===== config.mk =====
export PLATFORM = sky130hd
export DESIGN_NAME = reconfig_multi_topo_b
export DESIGN_NICKNAME = d
export VERILOG_FILES = /design/src/rtl/reconfig_multi_topo_b.sv
export SDC_FILE = /design/constraint.sdc
export NUM_CORES = 1
export LEC_CHECK = 0
export CAP_MARGIN = 20
export CORE_MARGIN = 5
export CORE_UTILIZATION = 48
export CTS_BUF_LIST = sky130_fd_sc_hd__clkbuf_16
export DETAILED_ROUTE_END_ITERATION = 6
export GPL_TIMING_DRIVEN = 0
export PLACE_DENSITY = 0.95
export SLEW_MARGIN = 20
export SYNTH_ARGS = -nofsm -noshare
export SYNTH_HDL_FRONTEND = slang
export SYNTH_SLANG_ARGS = --single-unit
export TNS_END_PERCENT = 10

===== constraint.sdc =====
create_clock -name clk -period 6.06 [get_ports clk]
set_input_delay 1.212 -clock clk [delete_from_list [all_inputs] [get_ports clk]]
set_output_delay 1.212 -clock clk [all_outputs]
set_load 0.05 [all_outputs]

===== src/rtl/reconfig_multi_topo_b.sv =====
// Two-operand unit, one shared adder steered by {s1,s0}; 1-cycle result.
// Build option: RECONFIG_SAT_EN makes topology 10 clamp negatives to 0.
module reconfig_multi_topo_b #(
  parameter int WIDTH = 8
) (
  input  logic             clk,
  input  logic             rst_n,
  input  logic             in_valid,
  input  logic [WIDTH-1:0] a1,
  input  logic [WIDTH-1:0] a2,
  input  logic [WIDTH-1:0] b,
  input  logic             s0,
  input  logic             s1,
  output logic             out_valid,
  output logic [WIDTH:0]   y
);

  logic [1:0]     w_sel;
  logic [WIDTH:0] w_opa;
  logic [WIDTH:0] w_opb;
  logic           w_cin;
  logic [WIDTH:0] w_sum;
  logic [WIDTH:0] w_res;
  logic           r_valid;
  logic [WIDTH:0] r_y;

  assign w_sel = {s1, s0};

  // Route operands into the single adder; subtract is ~b with carry-in 1.
  always_comb begin
    w_opa = {1'b0, a1};
    w_opb = {1'b0, b};
    w_cin = 1'b0;
    unique case (w_sel)
      2'b00: begin
        w_opa = {1'b0, a1};
        w_opb = {1'b0, b};
      end
      2'b01: begin
        w_opa = {1'b0, a2};
        w_opb = {1'b0, b};
      end
      2'b10: begin
        w_opa = {1'b0, a1};
        w_opb = ~{1'b0, b};
        w_cin = 1'b1;
      end
      2'b11: begin
        w_opa = {1'b0, a1};
        w_opb = {1'b0, a2};
      end
      default: begin
        w_opa = {1'b0, a1};
        w_opb = {1'b0, b};
      end
    endcase
  end

  assign w_sum = w_opa + w_opb + {{WIDTH{1'b0}}, w_cin};

  // Top bit of a subtract is the borrow, set exactly when a1 < b.
`ifdef RECONFIG_SAT_EN
  assign w_res = (w_sel == 2'b10 && w_sum[WIDTH]) ? '0 : w_sum;
`else
  assign w_res = w_sum;
`endif

  // Result register: load on in_valid, hold otherwise; valid is a strobe.
  always_ff @(posedge clk) begin
    if (!rst_n) begin
      r_valid <= 1'b0;
      r_y     <= '0;
    end else begin
      r_valid <= in_valid;
      if (in_valid) begin
        r_y <= w_res;
      end
    end
  end

  assign out_valid = r_valid;
  assign y         = r_y;

endmodule


## After elaboration in Yosys (flattened, before gate mapping)

Index checks and enable logic that the tools add are counted.

| word-level totals | value |
|---|---|
| output and inout port bits | 10 |
| input port bits | 29 |
| word-level logic and storage cells | 14 |
| register bits | 10 |

| cells by class | value |
|---|---|
| add/sub/neg operators | 2 |
| equal/unequal tests | 3 |
| reductions and logical operators | 3 |
| bitwise operators | 1 |
| mux-type cells | 3 |

Operators with widths:

| operator | number |
|---|---|
| 9-bit one-hot mux with 3 select lines | 1 |
| 9-bit one-hot mux with 2 select lines | 1 |
| 9-bit by 1-bit adder with 9-bit output | 1 |
| 9-bit adder | 1 |
| 8-bit NOT with 9-bit output | 1 |
| 2-bit == test, second input constant | 2 |
| 3-bit OR reduction | 1 |
| 2-bit by 1-bit == test with 1-bit output, second input constant | 1 |
| 2-bit logical NOT | 1 |
| 2-bit OR reduction | 1 |
| 1-bit 2-to-1 mux | 1 |

## Logic depth before layout (Yosys ltp)

Gate-level depths: netlist of run 1.

| logic depth | value |
|---|---|
| word-level depth | 5 |
| depth in mapped cells | 11 |
| gate-level depth less buffers | 10 |

## Worst setup path before layout of run 1

No wires, ideal clock.

| path | value |
|---|---|
| path kind | input to register |
| start | input port s0 |
| end | register r_y[8] (netlist: y[8]) |
| cell stages on the path | 11 |
| setup time | 0.122 ns |
| arrival time | 3.859 ns |
| path buffers | 2 |
| slack | 2.079 ns |
| required time | 5.938 ns |
| cells stage by stage | buf_2 nor2b_1 buf_2 mux2_2 ha_1 a21o_1 fa_1 a211oi_2 o211ai_1 and3_1 a311o_1 |

| between the ends | value |
|---|---|
| longest elaborated chain between the ends | 5 |
| elaborated cells on any way between the ends | 11 |
| those cells by class | add/sub (2); eq/ne (3); mux (3); reduce/logical (3) |

Ends and longest elaborated chain:

| what | RTL line | source |
|---|---|---|
| start: declaration | 12 | `input logic s0,` |
| 2-bit == test, or another cell as far along | 34 | `unique case (w_sel)` |
| 3-bit OR reduction (no line) / 2-bit OR reduction (equally long branches) | -- |  |
| 9-bit one-hot mux with 2 select lines / 9-bit one-hot mux with 3 select lines (equally long branches) | 34 |  |
| 9-bit adder | 59 | `assign w_sum = w_opa + w_opb + {{WIDTH{1'b0}}, w_cin};` |
| 9-bit by 1-bit adder with 9-bit output (*) | 59 |  |
| end signal: assignment | 76 | `r_y <= w_res;` |
| end: declaration | 25 | `logic [WIDTH:0] r_y;` |

Every way passes the cells marked *; elsewhere a longest branch is shown, timed or not. The select of a mux whose other input is x is not followed.
A chain may end at the register's enable or synchronous reset.

## Worst setup path in the final report of run 1

Same ends and word-level chain as after synthesis.

==> impl_metrics.toml, run 1 <==
[hold_path]
min_path_type = "flip-flop to flip-flop"
hold_start = "y[0]"
hold-path-endpoint = "y[0]"
worstHoldPathCells = 1

[logic_synthesis]
synth_edf_count = 0
async_flop_share_pct = 0
avgSynthCellArea_um2 = 8.34
synth_area_mm2 = 0.00106
ys_ff_latch = 10
synth-main-ff-cell = "dfxtp_1"
synthDistinctLibCells = 43
syn-num-nets = 165
netlist_instances = 127
yosys_warnings = 0
seq_area_frac_synth_pct = 18.9

[timing]
fin_crit_sh_pct = 73.9
tns_ns = 0
maxSlewHeadroom_pct = 66.4
skew_ns = 0
rsz0062_at_grt = "false"
setup_viol = 0
final_hold_viol_count = 0
tightest_slew_ns = 0.502
fin_crit_ns = 4.48
slew_violations = 0
clock.fmax_ghz = 0.223

[worst_setup_path]
crit_buf_inv = 3
crit_arrival_ns = 4.60
r2r_start = "y[7]"
crit_path_cell_trace = "clkdlybuf4s50_1, buf_2, nor2b_1, buf_2, mux2_2, ha_1, a21o_1, fa_1, a211oi_2, o211ai_1, and3_1, a311o_1"
cp_max_fo = 10
required_ns = 6.18
critical-path-top-delay-family = "buffers and inverters"
crit_path_end_kind = "flip-flop"
critical_path_class = "primary input to flip-flop"
slowest_delay_ns = 0.49
worst_r2r_endpoint = "y[7]"
cp_slowest_cell = "clkdlybuf4s50_1"
rrSetupSlack_ns = 5.28
critPathLaunchType = "primary input"
r2r_cells = 2
crit_top_cell = "buf_2"

[placed_design]
dpl.hpwl_um = 2210
port_buffers = 37
gp_congestion = 0.802

[power_and_ir_drop]
finalPower_mw = 0.355
irDropWorstVdd_uv = 195
p_leak_nw = 0.690
power_density_mw_per_mm2 = 230

[routing]
drt_first_iter_violations = 26
route.detailed.drc = 0
postRouteWirelength_um = 2870
first_pass_iters = 4
ant_nets = 0
vias = 1094
routedWlPerCell_um = 14.7
via_per_inst = 5.58

[cts]
cts_buffers = 3
cts_resized = 0
clk_path_buf_depth = 2
cts_setup_buffers = 0
cts_num_sinks = 10
postCtsHoldBufs = 0
clk_latency_ns = 0.24
cts_tree = "yes"
cts_max_level = 1
clk_pin_slew_worst_paths_ns = 0.04
root_buffer = "clkbuf_16"

[final_layout]
antenna_cells = 0
final_common_cell = "clkdlybuf4s50_1"
layout-drive-gt1-share_pct = 11.3
finalNetCount = 207
final_cell_mix = "clkdlybuf4s50_1, mux2i_1, inv_1, nand3_1, dfxtp_1"
syn_to_final_growth_pct = 45.7

[floorplan]
core_mm2 = 0.00217
die_area_mm2 = 0.00325
die_h_um = 57.0
top_level_ports = 39
die_w_um = 57.0
start_util_pct = 48.8
rows = 17

[global_route]
grt_first_pass_wirelength_um = 4840
gr-usage-all-layers_pct = 18.4
antenna_found_initial = 0
grt_max_degree = 11
grt_overflow = 0
grt_pass1_vias = 1182

[job]
drv_cap = 0

[run_status]
status = "completed"
-- kinds of logic (layout without fill, tap and decap cells) --
group	after synthesis	count (layout)	share of synthesized area, %
AOI/OAI and AO/OA	28	28	19.6
xor gates and xnor gates	2	2	1.65
adders and majority gates	9	9	11.3
buffers and inverters	17	58	7.32
DFF	10	10	18.9
muxes	23	23	22.7
and+or+nand+nor	38	38	18.5
-- per-layer routing --
metal	part of all wire [%]	up-vias	track usage, %
li1	-	550	-
met5	0	-	0
met4	2.2	0	10.3
met3	4.8	7	3.39
met2	49	35	31.6
met1	44	502	21.4
-- sequential cells by signal, summed over array words and instances, names as in the netlist --
register / count
y: 9
out_valid: 1
-- Yosys cell counts, drive strengths merged, types with 2 or more instances --
master    n  area share [%]
inv      10             3.5
mux2i    15              14
o211a     2             1.9
buf       4             2.7
dfxtp    10              19
or3       2             1.2
ha        8             9.4
a21oi     9             4.6
o21ai     2            0.94
nor2      7             2.5
o2111ai   2             1.7
a21o      2             1.5
nor3      2            0.94
clkbuf    2            0.71
a211oi    2             1.9
xnor2     2             1.7
nand2     8             2.8
nand3    10             4.7
mux2      8             8.5
nor2b     2             1.2
-- through the flow --
| step | setup WS [ns] | hold slack, ns | cell area, um^2 | std cells | utilization, % |
|---|---|---|---|---|---|
| after floorplan | 2.08 | 0.729 | 1060 | 127 | - |
| after global placement | 1.39 | 0.465 | 1470 | 192 | 67.5 |
| after detailed placement | 1.31 | 0.475 | 1470 | 192 | 67.5 |
| after CTS | 1.56 | 0.499 | 1540 | 196 | 71.2 |
| after global routing | 1.35 | 0.511 | 1540 | 196 | 71.2 |
| final | 1.58 | 0.495 | 1540 | 196 | 71.2 |
-- area by class of cell --
cell class / count / area [um^2]
clock inverters: 1 / 3.75
plain buffers: 6 / 36.3
well taps: 28 / 35.0
flip-flops and latches: 10 / 200
clock buffers: 3 / 75.1
repair buffers: 37 / 370
multi-input cells: 100 / 782
fillers: 171 / 626
inverters: 11 / 41.3
-- worst max path at each step --
stage | startpoint | endpoint | slack (ns) | depth (start not counted)
final | s0 | y[8] | 1.58 | 12
after global routing | s0 | y[8] | 1.35 | 12
after CTS | s0 | y[8] | 1.56 | 12
after detailed placement | s0 | y[8] | 1.31 | 12
after global placement | s0 | y[8] | 1.39 | 12
after floorplan | s0 | y[8] | 2.08 | 11
-- power breakdown --
part	switching [mW]	leakage, nW	internal, mW
clock	0.0310	0.0385	0.0865
combinational	0.0884	0.569	0.0695
sequential	0.00481	0.0828	0.0750
No activity file was read; power rests on OpenSTA's default activity.
==> run 2: changes to the inputs <==
- CORE_UTILIZATION: 48 -> 40
- PLACE_DENSITY: 0.95 -> 0.86
- clock period: 6.06 -> 3.65 ns (I/O delays scaled with it)
==> run 2 against run 1 <==
Compared with the run above:
- total power increased by 70%
- wire length increased by 5.9%
- critical path depth decreased by 1
==> impl_metrics.toml, run 2 (same netlist as run 1, synthesis figures left out) <==
[cts]
clk_path_buf_depth = 2
clk_pin_slew_worst_paths_ns = 0.04
root_buffer = "clkbuf_16"
cts_tree = "yes"
cts_num_sinks = 10
cts_buffers = 3
cts_max_level = 1
clk_latency_ns = 0.23

[timing]
setup_viol = 0
final_hold_viol_count = 0
clock.fmax_ghz = 0.292
fin_crit_sh_pct = 93.7
rsz0062_at_grt = "false"
skew_ns = 0
whs_ns = 0.475
tightest_slew_ns = 0.506
fin_crit_ns = 3.42
tns_ns = 0
slew_violations = 0
maxSlewHeadroom_pct = 66.2

[power_and_ir_drop]
power_density_mw_per_mm2 = 375
irDropWorstVdd_uv = 411
p_leak_nw = 0.720
finalPower_mw = 0.603

[final_layout]
largest_register_ffs = 9
layout-drive-gt1-share_pct = 14.6
final_common_cell = "clkdlybuf4s50_1"
final_cell_area_mm2 = 0.00161
fill_cells = 216
fin_util_pct = 64.3
finalNetCount = 211
antenna_cells = 0
syn_to_final_growth_pct = 51.6
final_cell_mix = "clkdlybuf4s50_1, mux2i_1, inv_1, nand3_1, dfxtp_1"

[placed_design]
gp_congestion = 0.787
placed_area_mm2 = 0.00147
port_buffers = 37
dpl.hpwl_um = 2330

[hold_path]
worstHoldPathCells = 1
hold_start = "y[0]"
hold-path-endpoint = "y[0]"
min_path_type = "flip-flop to flip-flop"

[routing]
route.detailed.drc = 0
via_per_inst = 5.47
ant_nets = 0
drt_first_iter_violations = 42
routedWlPerCell_um = 15.1
first_pass_iters = 5
vias = 1100
postRouteWirelength_um = 3040

[worst_setup_path]
cp_max_fo = 3
r2r_cells = 2
crit_start = "s1"
critical_path_class = "primary input to flip-flop"
critPathLaunchType = "primary input"
crit_path_end_kind = "flip-flop"
r2r_start = "y[7]"
worst_r2r_endpoint = "y[7]"
crit_arrival_ns = 3.54
required_ns = 3.77
rrSetupSlack_ns = 2.91

[global_route]
grt_pass1_vias = 1197
antenna_found_initial = 0
grt_first_pass_wirelength_um = 4770
grt_max_degree = 11
gr-usage-all-layers_pct = 16.6
grt_overflow = 0

[job]
drv_cap = 0

[floorplan]
top_level_ports = 39
die_w_um = 61.5
rows = 18
die_area_mm2 = 0.00378
die_h_um = 61.5
start_util_pct = 42.4
core_mm2 = 0.00250

[run_status]
status = "completed"
==> run 2: final cells by class <==
type,instances,area [um^2],area share (%)
buffer,6,45.0,2.80
clock buffer,3,75.1,4.67
inverter,11,41.3,2.57
multi-input combinational,100,805,50.1
sequential,10,200,12.5
tap,30,37.5,2.34
timing repair buffer,41,403,25.1
==> run 2: repair_timing <==
item                       CTS  global route
hold buffers                 0             0
buffers inserted             2             2
setup endpoints to repair    3             2
pin swaps                    1             3
cloned                       0             0
gates resized for setup      5             2
==> run 2: metal layers <==
metal	global-route usage (%)	wire (um)	share of wire (%)
met1	19.0	1330	44
met2	29.5	1430	47
met3	2.31	227	7.5
met4	9.09	63	2.1
met5	0	0	0
==> run 2: worst max path at each step <==
stage	endpoint	slack (ns)	cells past startpoint
floorplan	y[8]	0.15	11
global placement	y[8]	-0.54	12
detailed placement	y[8]	-0.66	12
CTS	y[8]	0.02	12
global route	y[8]	0.10	11
finish	y[8]	0.23	11
==> run 2: stage by stage <==
stage	std cells	setup slack [ns]
2_1_floorplan	127	0.151
3_3_place_gp	194	-0.544
3_5_place_dp	194	-0.663
4_1_cts	199	0.0197
5_1_grt	201	0.104
6_report	201	0.229
==> run 2: worst max-delay path: stages <==
cell and delay (ns):
clkdlybuf4s50_1 0.44, nor2b_1 0.12, buf_4 0.12, mux2_2 0.35
ha_4 0.26, a21o_1 0.18, fa_2 0.42, a211oi_4 0.30
o211ai_1 0.13, and3_1 0.17, a311o_1 0.32
==> run 2: report_power, final <==
| part | total (mW) | internal (mW) | switching [mW] |
|---|---|---|---|
| clock network | 0.190 | 0.142 | 0.0479 |
| logic | 0.281 | 0.127 | 0.154 |
| registers | 0.132 | 0.125 | 0.00758 |
| total | 0.603 | 0.393 | 0.210 |
==> run 3: changes to the inputs <==
- ABC_AREA: not set -> 1
- ABC_CLOCK_PERIOD_IN_PS: not set -> 3650
- CORE_UTILIZATION: 40 -> 39
==> run 3 against run 2 <==
Compared with the run above:
- non-clock buffer count shrank 6
- via count decreased by 3.4%
- cell area fell by 8.0%
- clock-buffer cell count unchanged
- critical path type unchanged
- highest routed layer unchanged
==> impl_metrics.toml, run 3 <==
[final_layout]
final_cell_area_mm2 = 0.00148
final_cell_mix = "clkdlybuf4s50_1, nand2_1, inv_1"
largest_register_ffs = 9
antenna_cells = 0
finalNetCount = 225
layout-drive-gt1-share_pct = 12.4
final_common_cell = "clkdlybuf4s50_1"
fill_cells = 239
syn_to_final_growth_pct = 51.4

[global_route]
grt_overflow = 0
gr-usage-all-layers_pct = 15.8
antenna_found_initial = 0
grt_max_degree = 11
grt_pass1_vias = 1023
grt_first_pass_wirelength_um = 4310

[cts]
cts_num_sinks = 10
clk_pin_slew_worst_paths_ns = 0.04
cts_setup_buffers = 0
cts_max_level = 1
clk_path_buf_depth = 2
clk_latency_ns = 0.24
root_buffer = "clkbuf_16"
cts_tree = "yes"
cts_buffers = 3

[logic_synthesis]
synth_edf_count = 0
netlist_instances = 144
ys_ff_latch = 10
yosys_warnings = 0
synth_top_area_cell = "dfxtp_1"
synth_area_um2 = 976
synth_area_leaders = "dfxtp_1, ha_1, mux2_2"
synth_common_cells = "nand2_1, inv_1, nor2_1, a21oi_1, dfxtp_1"
muxShareOfSynthArea_pct = 9.23
seq_area_frac_synth_pct = 20.5
synthDistinctLibCells = 21
async_flop_share_pct = 0
synth-xor-area-share_pct = 3.59
syn-num-nets = 182
synth_compound_area_share_pct = 17.2
yosys.area.top_type_share_pct = 20.5
avgSynthCellArea_um2 = 6.78
synth-main-ff-cell = "dfxtp_1"
synth_top_family_by_area = "simple AND/OR/NAND/NOR gates"
synth-adder-area-share_pct = 12.3
yosysMostFrequentCell = "nand2_1"
synth-simple-area-share_pct = 25.3

[worst_setup_path]
critPathLaunchType = "primary input"
crit_arrival_ns = 3.56
crit_path_cell_trace = "clkdlybuf4s50_1, buf_4, inv_2, nand2_4, mux2_2, ha_1, nand3_2, nand2_2, fa_1, nand3_1, nand3_1, nand2_1, nand3_1, nand2_1, nand2_1, o21ai_0, inv_1"
crit_path_end_kind = "flip-flop"
crit_buf_inv = 4
crit_start = "s1"
critical-path-top-delay-family = "simple AND/OR/NAND/NOR gates"
cp_slowest_cell = "clkdlybuf4s50_1"
cp_max_fo = 10
required_ns = 3.78
critical_path_class = "primary input to flip-flop"
r2r_start = "y[4]"
slowest_delay_ns = 0.49

[routing]
via_per_inst = 4.92
routedWlPerCell_um = 11.8
first_pass_iters = 4
drt_first_iter_violations = 43
vias = 1063
route.detailed.drc = 0
ant_nets = 0
postRouteWirelength_um = 2550

[timing]
fin_crit_ns = 3.43
tightest_slew_ns = 0.506
setup_viol = 0
rsz0062_at_grt = "false"
clock.fmax_ghz = 0.291
fin_crit_sh_pct = 94.1
skew_ns = 0
tns_ns = 0
final_hold_viol_count = 0
maxSlewHeadroom_pct = 66.2
slew_violations = 0
whs_ns = 0.513

[job]
drv_cap = 0

[run_status]
status = "completed"

[floorplan]
rows = 18
top_level_ports = 39
die_h_um = 60.0
start_util_pct = 40.1
core_mm2 = 0.00243
die_w_um = 60.0
die_area_mm2 = 0.00360

[placed_design]
dpl.hpwl_um = 2040
port_buffers = 38
placed_area_mm2 = 0.00139
gp_congestion = 0.800

[power_and_ir_drop]
irDropWorstVdd_uv = 386
p_leak_nw = 0.710
power_density_mw_per_mm2 = 387

[hold_path]
hold_start = "y[1]"
min_path_type = "flip-flop to flip-flop"
## run 3: changes by cell type after synthesis, moves of 3 or more
| cell | before | now |
|---|---|---|
| a21oi_1 | 8 | 13 |
| inv_1 | 10 | 21 |
| mux2i_1 | 15 | 0 |
| nand2_1 | 8 | 23 |
| nand2_2 | 0 | 5 |
| nor2_1 | 7 | 18 |
| o21ai_0 | 2 | 8 |
| o22ai_1 | 0 | 8 |
| xor2_1 | 0 | 3 |
## run 3: per-layer routing
layer  share of wire [%]  global-route usage [%]  up-vias  wire length [um]
li1                    -                       -      560                 -
met1                  43                    18.6      478              1100
met2                  51                    28.2       21              1310
met3                 4.2                    4.10        4               107
met4                 1.1                    3.80        0                29
met5                   0                       0        -                 0
## run 3: cell families after synthesis
group	Yosys count
multiplexers	8
flip-flops	10
adder cells (fa/ha/maj)	9
AO/OA/AOI/OAI	31
XOR/XNOR	4
AND/OR/NAND/NOR	56
buffers and inverters	26
## run 3: area by class of cell
| class | instances | area, um^2 | area share [%] |
|---|---|---|---|
| Clock inverter | 1 | 3.75 | 0.254 |
| Timing Repair Buffer | 38 | 380 | 25.7 |
| Sequential cell | 10 | 200 | 13.5 |
| Clock buffer | 3 | 75.1 | 5.08 |
| Tap cell | 30 | 37.5 | 2.54 |
| Inverter | 23 | 86.3 | 5.84 |
| Multi-Input combinational cell | 108 | 664 | 45.0 |
| Buffer | 3 | 30.0 | 2.03 |
## run 3: stage by stage
stage                     worst slack [ns]  cells  power, mW  utilization (%)
after detailed placement           -0.0959    212      0.376             57.3
after global placement             -0.0637    212      0.371             57.3
after floorplan                      0.689    144      0.293                -
final                                0.216    216      0.571             60.8
after CTS                            0.134    216      0.575             60.5
after global routing                0.0217    216      0.610             60.8
## run 3: power by group
group | leakage [nW] | total [mW] | switching (mW) | internal, mW
sequential | 0.0832 | 0.128 | 0.00599 | 0.122
clock | 0.0385 | 0.194 | 0.0509 | 0.144
combinational | 0.589 | 0.249 | 0.142 | 0.107
total | 0.710 | 0.571 | 0.199 | 0.372
## run 3: worst paths after layout
| kind | end | slack, ns | depth (start not counted) |
|---|---|---|---|
| min reg2reg | y[1] | 0.51 | 2 |
| min | y[1] | 0.51 | 2 |
| max reg2reg | y[4] | 2.98 | 4 |
| max | y[6] | 0.22 | 17 |
## run 3: worst reg2reg max path: stages (launching register included)
cell	delay (ns)
dfxtp_1	0.30
nor2_1	0.09
nor2_1	0.05
o21ai_0	0.07
inv_1	0.05
## run 3: timing repair
| action | in CTS | in global routing |
|---|---|---|
| hold endpoints to repair | 0 | 0 |
| gates resized for setup | 0 | 1 |
| endpoints found under the setup margin | 0 | 1 |
| hold buffers | 0 | 0 |
